--- config.mk ---
export PLATFORM = sky130hd
export DESIGN_NAME = seq_det_ctrl
export DESIGN_NICKNAME = d
export VERILOG_FILES = /design/src/rtl/seq_det_pkg.sv /design/src/rtl/seq_det_core.sv /design/src/rtl/seq_det_ctrl.sv
export SDC_FILE = /design/constraint.sdc
export NUM_CORES = 1
export LEC_CHECK = 0
export ABC_AREA = 1
export CORE_ASPECT_RATIO = 1.75
export CORE_MARGIN = 3
export CORE_UTILIZATION = 35
export CTS_CLUSTER_SIZE = 20
export DETAILED_ROUTE_END_ITERATION = 7
export SLEW_MARGIN = 20
export SYNTH_ARGS = -nofsm -noshare
export SYNTH_HDL_FRONTEND = slang
export SYNTH_SLANG_ARGS = --single-unit
--- constraint.sdc ---
create_clock -name clk -period 2.39 [get_ports clk]
set_input_delay 0.478 -clock clk [delete_from_list [all_inputs] [get_ports clk]]
set_output_delay 0.478 -clock clk [all_outputs]
set_load 0.1 [all_outputs]
--- src/rtl/seq_det_pkg.sv ---
// ----------------------------------------------------------------------------
// seq_det_pkg
// Shared definitions for the serial pattern detector.
//   state_e : session FSM states (IDLE, LOAD, RUN, DONE)
//   PAT_W   : pattern / history width
//   CNT_W   : bit-count, bit-limit and match-count width
//   FILL_W  : width of the history fill counter (must hold PAT_W)
// ----------------------------------------------------------------------------
package seq_det_pkg;

    localparam int PAT_W  = 4;
    localparam int CNT_W  = 8;
    localparam int FILL_W = 3;

    typedef enum logic [1:0] {
        IDLE = 2'd0,
        LOAD = 2'd1,
        RUN  = 2'd2,
        DONE = 2'd3
    } state_e;

endpackage

--- src/rtl/seq_det_core.sv ---
// ----------------------------------------------------------------------------
// seq_det_core
// History shift register, fill counter and pattern compare.
// Build option: SEQ_DET_OVERLAP_EN -- when defined, history and fill are kept
// after a match so overlapping occurrences are counted; when undefined the
// fill counter restarts so each match needs PAT_W fresh bits.
// Ports:
//   clk, rst    : clock, async active-high reset
//   clr_i       : restart history and fill (session start)
//   shift_i     : consume din_i this cycle
//   din_i       : serial data bit
//   pattern_i   : latched target pattern, MSB first
//   hit_o       : combinational, high when the bit being shifted completes
//                 a match (post-shift fill full and history equals pattern)
// ----------------------------------------------------------------------------
module seq_det_core
    import seq_det_pkg::*;
(
    input  logic             clk,
    input  logic             rst,
    input  logic             clr_i,
    input  logic             shift_i,
    input  logic             din_i,
    input  logic [PAT_W-1:0] pattern_i,
    output logic             hit_o
);

    logic [PAT_W-1:0]  hist_q, hist_d;
    logic [FILL_W-1:0] fill_q, fill_d, fill_sh;

    always_comb begin
        hist_d  = hist_q;
        fill_d  = fill_q;
        fill_sh = fill_q;
        hit_o   = 1'b0;
        if (clr_i) begin
            hist_d = '0;
            fill_d = '0;
        end else if (shift_i) begin
            hist_d  = {hist_q[PAT_W-2:0], din_i};
            fill_sh = (fill_q == FILL_W'(PAT_W)) ? fill_q : fill_q + 1'b1;
            // Compare uses post-shift values so the match lands on the edge
            // that samples the final pattern bit.
            hit_o   = (fill_sh == FILL_W'(PAT_W)) && (hist_d == pattern_i);
`ifdef SEQ_DET_OVERLAP_EN
            fill_d  = fill_sh;
`else
            fill_d  = hit_o ? '0 : fill_sh;
`endif
        end
    end

    always_ff @(posedge clk or posedge rst) begin
        if (rst) begin
            hist_q <= '0;
            fill_q <= '0;
        end else begin
            hist_q <= hist_d;
            fill_q <= fill_d;
        end
    end

endmodule

--- src/rtl/seq_det_ctrl.sv ---
// ----------------------------------------------------------------------------
// seq_det_ctrl
// Session controller for a serial 4-bit pattern detector.
// Build option: SEQ_DET_OVERLAP_EN (see seq_det_core) selects whether
// overlapping matches are counted.
// Ports:
//   clk, rst     : clock, async active-high reset
//   start        : session request, honoured only in IDLE
//   pattern      : target sequence (MSB first), latched on start
//   bit_limit    : number of valid din bits in the session, latched on start
//   din/din_valid: serial data, consumed only in RUN
//   busy         : high in LOAD and RUN
//   done         : one-cycle pulse at session end
//   match        : one-cycle pulse per detected pattern
//   match_count  : saturating match count of current/last session
// ----------------------------------------------------------------------------
module seq_det_ctrl
    import seq_det_pkg::*;
(
    input  logic             clk,
    input  logic             rst,
    input  logic             start,
    input  logic [PAT_W-1:0] pattern,
    input  logic [CNT_W-1:0] bit_limit,
    input  logic             din,
    input  logic             din_valid,
    output logic             busy,
    output logic             done,
    output logic             match,
    output logic [CNT_W-1:0] match_count
);

    state_e           state_q;
    logic [PAT_W-1:0] pat_q;
    logic [CNT_W-1:0] lim_q, bitcnt_q, mcnt_q;
    logic             busy_q, done_q, match_q;

    logic             accept, shift, hit;
    logic [CNT_W-1:0] bitcnt_inc;

    assign accept     = (state_q == IDLE) && start;
    assign shift      = (state_q == RUN) && din_valid;
    assign bitcnt_inc = bitcnt_q + 1'b1;

    seq_det_core u_core (
        .clk       (clk),
        .rst       (rst),
        .clr_i     (accept),
        .shift_i   (shift),
        .din_i     (din),
        .pattern_i (pat_q),
        .hit_o     (hit)
    );

    always_ff @(posedge clk or posedge rst) begin
        if (rst) begin
            state_q  <= IDLE;
            pat_q    <= '0;
            lim_q    <= '0;
            bitcnt_q <= '0;
            mcnt_q   <= '0;
            busy_q   <= 1'b0;
            done_q   <= 1'b0;
            match_q  <= 1'b0;
        end else begin
            done_q  <= 1'b0;
            match_q <= 1'b0;
            case (state_q)
                IDLE: begin
                    if (start) begin
                        pat_q    <= pattern;
                        lim_q    <= bit_limit;
                        bitcnt_q <= '0;
                        mcnt_q   <= '0;
                        busy_q   <= 1'b1;
                        state_q  <= LOAD;
                    end
                end
                LOAD: begin
                    if (lim_q == '0) begin
                        busy_q  <= 1'b0;
                        done_q  <= 1'b1;
                        state_q <= DONE;
                    end else begin
                        state_q <= RUN;
                    end
                end
                RUN: begin
                    if (din_valid) begin
                        bitcnt_q <= bitcnt_inc;
                        if (hit) begin
                            match_q <= 1'b1;
                            if (mcnt_q != '1) mcnt_q <= mcnt_q + 1'b1;
                        end
                        // Final bit is still evaluated above before leaving RUN.
                        if (bitcnt_inc == lim_q) begin
                            busy_q  <= 1'b0;
                            done_q  <= 1'b1;
                            state_q <= DONE;
                        end
                    end
                end
                DONE:    state_q <= IDLE;
                default: state_q <= IDLE;
            endcase
        end
    end

    assign busy        = busy_q;
    assign done        = done_q;
    assign match       = match_q;
    assign match_count = mcnt_q;

endmodule

# Yosys cells after proc, flatten, opt, wreduce, memory -nomap -nowiden

Index checks and enable logic that the tools add are counted.

Register bits: 39
Input bits: 17
Output and inout port bits: 11
Word-level logic and storage cells: 72

Add/subtract/negate cells: 3
Equality and inequality tests: 14
Mux-type cells: 32
Reductions and logical operators: 13

Operators by type and width:

| kind                | number |
|---|---|
| $mux 8              | 5 |
| $pmux 8 s2          | 2 |
| $mux 3              | 6 |
| $add 8x1->8 const B | 2 |
| $mux 1              | 13 |
| $reduce_and 5->1    | 2 |
| $eq 8x8->1          | 1 |
| $logic_not 8->1     | 1 |
| $ne 2x2->1 const B  | 4 |
| $ne 8x8->1 const B  | 1 |
| $pmux 2 s4          | 1 |
| $eq 3x3->1 const B  | 2 |
| $mux 2              | 3 |
| $reduce_and 3->1    | 2 |
| $eq 2x2->1 const B  | 2 |
| $eq 4x4->1          | 1 |
| $ne 2x1->1 const B  | 2 |
| $reduce_bool 2->1   | 2 |
| $add 3x1->3 const B | 1 |
| $logic_and 1x1->1   | 3 |
| $pmux 1 s3          | 1 |
| $reduce_bool 3->1   | 1 |
| $eq 2x1->1 const B  | 1 |
| $logic_not 2->1     | 1 |
| 2 further kinds     | 2 |

# Logic depth before layout (Yosys ltp)

Depth after elaboration: 9
Mapped depth: 13
Depth with buffers taken out: 13

# Modules after synthesis

Synthesis repeated with hierarchy kept, for this count alone.

Cells, all modules: 306
Area total of the unflattened synthesis: 2250.9 µm²

By module, submodules not included:

| module       | instances | cells an instance | area an instance (µm²) | sequential area each (µm²) |
|---|---|---|---|---|
| seq_det_ctrl | 1         | 251               | 1865.5                 | 825.8 |
| seq_det_core | 1         | 55                | 385.4                  | 150.1 |

# Worst setup path before layout

OpenSTA, ideal clock, no wires.

Path type: flip-flop to flip-flop
Start point: register mcnt_q[0] (netlist: match_count[0])
End point: register mcnt_q[5] (netlist: match_count[5])
Setup time: 0.124 ns
Arrival time: 2.214 ns
Required time: 2.266 ns
Setup slack: 0.052 ns
Stages on the path, launching flop included: 9
Buffers on the path: 0
Period minus slack after synthesis: 2.338 ns
Cells stage by stage: dfrtp_1 > ha_1 > nand2_1 > nor3_1 > nand3_1 > nand4_4 > nand2_4 > nand3_1 > o21ai_1

Cells in the longest elaborated chain, start to end: 5
Elaborated cells between the ends (all ways): 8
Those cells by class: 1 x add/sub; 2 x eq/ne; 4 x mux; 1 x reduce/logical

RTL lines:

| item                   | RTL line           | RTL |
|---|---|---|
| from (decl)            | seq_det_ctrl.sv:35 | `logic [CNT_W-1:0] lim_q, bitcnt_q, mcnt_q;` |
| from (signal assigned) | seq_det_ctrl.sv:93 | `if (mcnt_q != '1) mcnt_q <= mcnt_q + 1'b1;` |
| $add 8x1->8            | seq_det_ctrl.sv:93 |  |
| $mux 8                 | seq_det_ctrl.sv:93 |  |
| $mux 8                 | seq_det_ctrl.sv:91 | `if (hit) begin` |
| $mux 8                 | seq_det_ctrl.sv:89 | `if (din_valid) begin` |
| $pmux 8 s2             | seq_det_ctrl.sv:68 | `case (state_q)` |

Several ways; a longest one is shown, not always the timed one. The select of a mux whose other input is x is not followed.
A chain may end at the register's enable or synchronous reset.

# Final worst setup path

Start point: register bitcnt_q[0]
End point: register state_q[0]

Cells in the longest elaborated chain, start to end: 4

RTL lines:

| item                       | RTL line            | RTL |
|---|---|---|
| from (decl)                | seq_det_ctrl.sv:35  |  |
| from (signal assigned)     | seq_det_ctrl.sv:90  | `bitcnt_q <= bitcnt_inc;` |
| $add 8x1->8                | seq_det_ctrl.sv:43  | `assign bitcnt_inc = bitcnt_q + 1'b1;` |
| $eq 8x8->1                 | seq_det_ctrl.sv:96  | `if (bitcnt_inc == lim_q) begin` |
| $ne 2x1->1 (no line)       | n/a                 |  |
| $reduce_and 3->1 (no line) | n/a                 |  |
| to (signal assigned)       | seq_det_ctrl.sv:99  | `state_q <= DONE;` |
| to (signal assigned)       | seq_det_ctrl.sv:103 | `DONE: state_q <= IDLE;` |
| to (signal assigned)       | seq_det_ctrl.sv:104 | `default: state_q <= IDLE;` |
| to (decl)                  | seq_det_ctrl.sv:33  | `state_e state_q;` |

No other way between the ends.

==> results.cfg <==
[sta]
setup_viol = 0
relSlewSlack_pct = 66.3
timing_hold_violations_final = 0
finClkSkew_ns = 0.00928
hold_ws_ns = 0.483
period_share_pct = 81.4
final.setup.tns_ns = 0
rsz0062_at_grt = false
fin_crit_ns = 1.94
drv_slew = 0
timing.final.ws_setup_ns = 0.446
max_freq_ghz = 0.514
tightest_slew_ns = 0.506

[flow_run]
cap_violations = 0

[layout]
drive_above_1_share_pct = 15.4
finalNonFillerCells = 398
mostFrequentLayoutCells = 68 x nand2_1, 39 x dfrtp_1, 33 x nand3_1
diodes = 0
nets = 342
area_delta_synth_final_pct = 20.9
final_common_cell = nand2_1

[setup_path]
cp_data_arrival_time_ns = 2.13
endpoint_kind = flip-flop
crit_top_cell = nand2_1
critPathTopFamily = simple AND/OR/NAND/NOR gates
slowest_stage = dfrtp_1
startpoint_type = flip-flop
cp_num_buf_inv = 1
cp_max_fo = 6
critPathMaxStageDelay_ns = 0.46
critical_path.cell_chain = ha_1, nand2_2, inv_1, nand3_1, nand2_1, nand2_1, nand2_1, nor2_2, nand3_2, nand2_4, nand3_1, nand2_1, nand2_1
crit_type = reg -> reg
worstPathRequired_ns = 2.57

[clocking]
clkSinkCount = 39
cts.clk_slew.worst_paths_ns = 0.08
cts_root_buf = clkbuf_8
cts_tree = yes
cts_buffers = 5
cts_setup_buffers = 0
cts.path.max_buffers = 2
htree_levels = 2
postCtsHoldBufs = 0
cts_resized = 0
clkLatencyLatePin_ns = 0.29

[route]
drt_iter0_drc = 60
first_pass_iters = 4
wl_per_cell_um = 13.3
ant_nets = 0
finalWirelength_mm = 5.27
drcViolationCount = 0
avgViaCountPerCell = 4.99
vias = 1988

[die]
io_pins = 28
fp-row-count = 38
initial_utilization_pct = 36.3
die_x_um = 67.0
coreArea_um2 = 6280
die_y_um = 113
die-area_um2 = 7550

[global_route]
overflow = 0
grt_max_degree = 40
grt_pass1_vias = 2113
grt_pass1_wl_mm = 9.31
track_usage_pct = 16.0
antenna_found_initial = 0

[synthesis]
yosysSeqAreaShare_pct = 42.8
syn_area_um2 = 2280
synth_top_cell_by_area = dfrtp_1
synth_warnings = 0
ys_ff_latch = 39
avgSynthCellArea_um2 = 8.08
synth.net_count = 307
synth_top_area_share_pct = 42.8
syn_inst = 282
netlist_top_cells_area = dfrtp_1 43%, nand2_1 11%, nand3_1 7.2%
yosysUniqueCellTypes = 30

[power]
finalPower_mw = 2.81
peakVddDrop_mv = 0.366
leakagePower_nw = 1.31
cellPowerDensity_nw_per_um2 = 1020

[placed_design]
dp_cells = 390
portBuffers = 27
pre_cts_ws_ns = 0.369
gp_congestion = 0.872
dp_hpwl_mm = 4.15

[status]
status = finished, final reports clean

[min_path]
min_path_type = reg -> reg
through the flow:
step	utilization, %	area [um2]
global placement	42.0	2640
global route	43.9	2750
CTS	43.9	2750
detailed placement	42.0	2640
finish	43.9	2750
floorplan	-	2280
tightest hold or removal path: stages (launching register included):
cell and delay [ns]:
dfrtp_1 0.36, nand2_1 0.06, nand2_1 0.04
power breakdown:
group	internal [mW]	switching (mW)
Combinational	0.415	0.830
Sequential	0.842	0.138
Clock	0.338	0.246
final cells by class:
class	count	area, um2
Clock buffer	6	82.6
Tap cell	80	100
Fill cell	672	3520
Sequential cell	39	976
Multi-Input combinational cell	204	1160
Clock inverter	2	35.0
Inverter	37	139
Timing Repair Buffer	30	265
final timing paths:
path / from / end / slack [ns] / cells past startpoint
worst max-delay path: bitcnt_q[0] / state_q[0] / 0.45 / 13
worst min-delay path: busy / busy / 0.48 / 2
worst max register to register: bitcnt_q[0] / state_q[0] / 0.45 / 13
worst min register to register: busy / busy / 0.48 / 2
max in group asynchronous: rst / u_core.hist_q[1] / 1.42 / 3
min in group asynchronous: rst / match_count[1] / 0.61 / 3
metal layers:
metal | share of wire, % | vias to the layer above | track usage, % | routed length (um)
li1 | - | 988 | - | -
met1 | 36 | 954 | 15.7 | 1880
met2 | 59 | 36 | 31.2 | 3110
met3 | 2.8 | 10 | 2.78 | 149
met4 | 2.5 | 0 | 6.64 | 134
met5 | 0 | - | 0 | 0
synthesized netlist by cell type, drive strengths merged:
cell type / count
nor3: 3
inv: 36
xor2: 7
o22ai: 11
xnor2: 4
clkbuf: 2
nand2: 76
o21bai: 1
dfrtp: 39
o21ai: 21
clkinv: 1
o211ai: 1
or2: 1
ha: 8
and2: 1
nand3: 36
a21oi: 5
nand4: 6
nor2: 23
cells by family after synthesis:
logic type,share of synthesized area [%]
AOI/OAI and AO/OA,9.72
xor gates and xnor gates,4.23
adders and majority gates,4.39
buffers and inverters,6.43
DFF,42.8
and+or+nand+nor,32.4
flip-flops by register name, summed over array words and instances, names as in the netlist:
name and count:
done 1, state_q 2, bitcnt_q 8, pat_q 4
match 1, busy 1, match_count 8, lim_q 8
u_core.fill_q 3, u_core.hist_q 3
(Power assumes the default switching activity.)
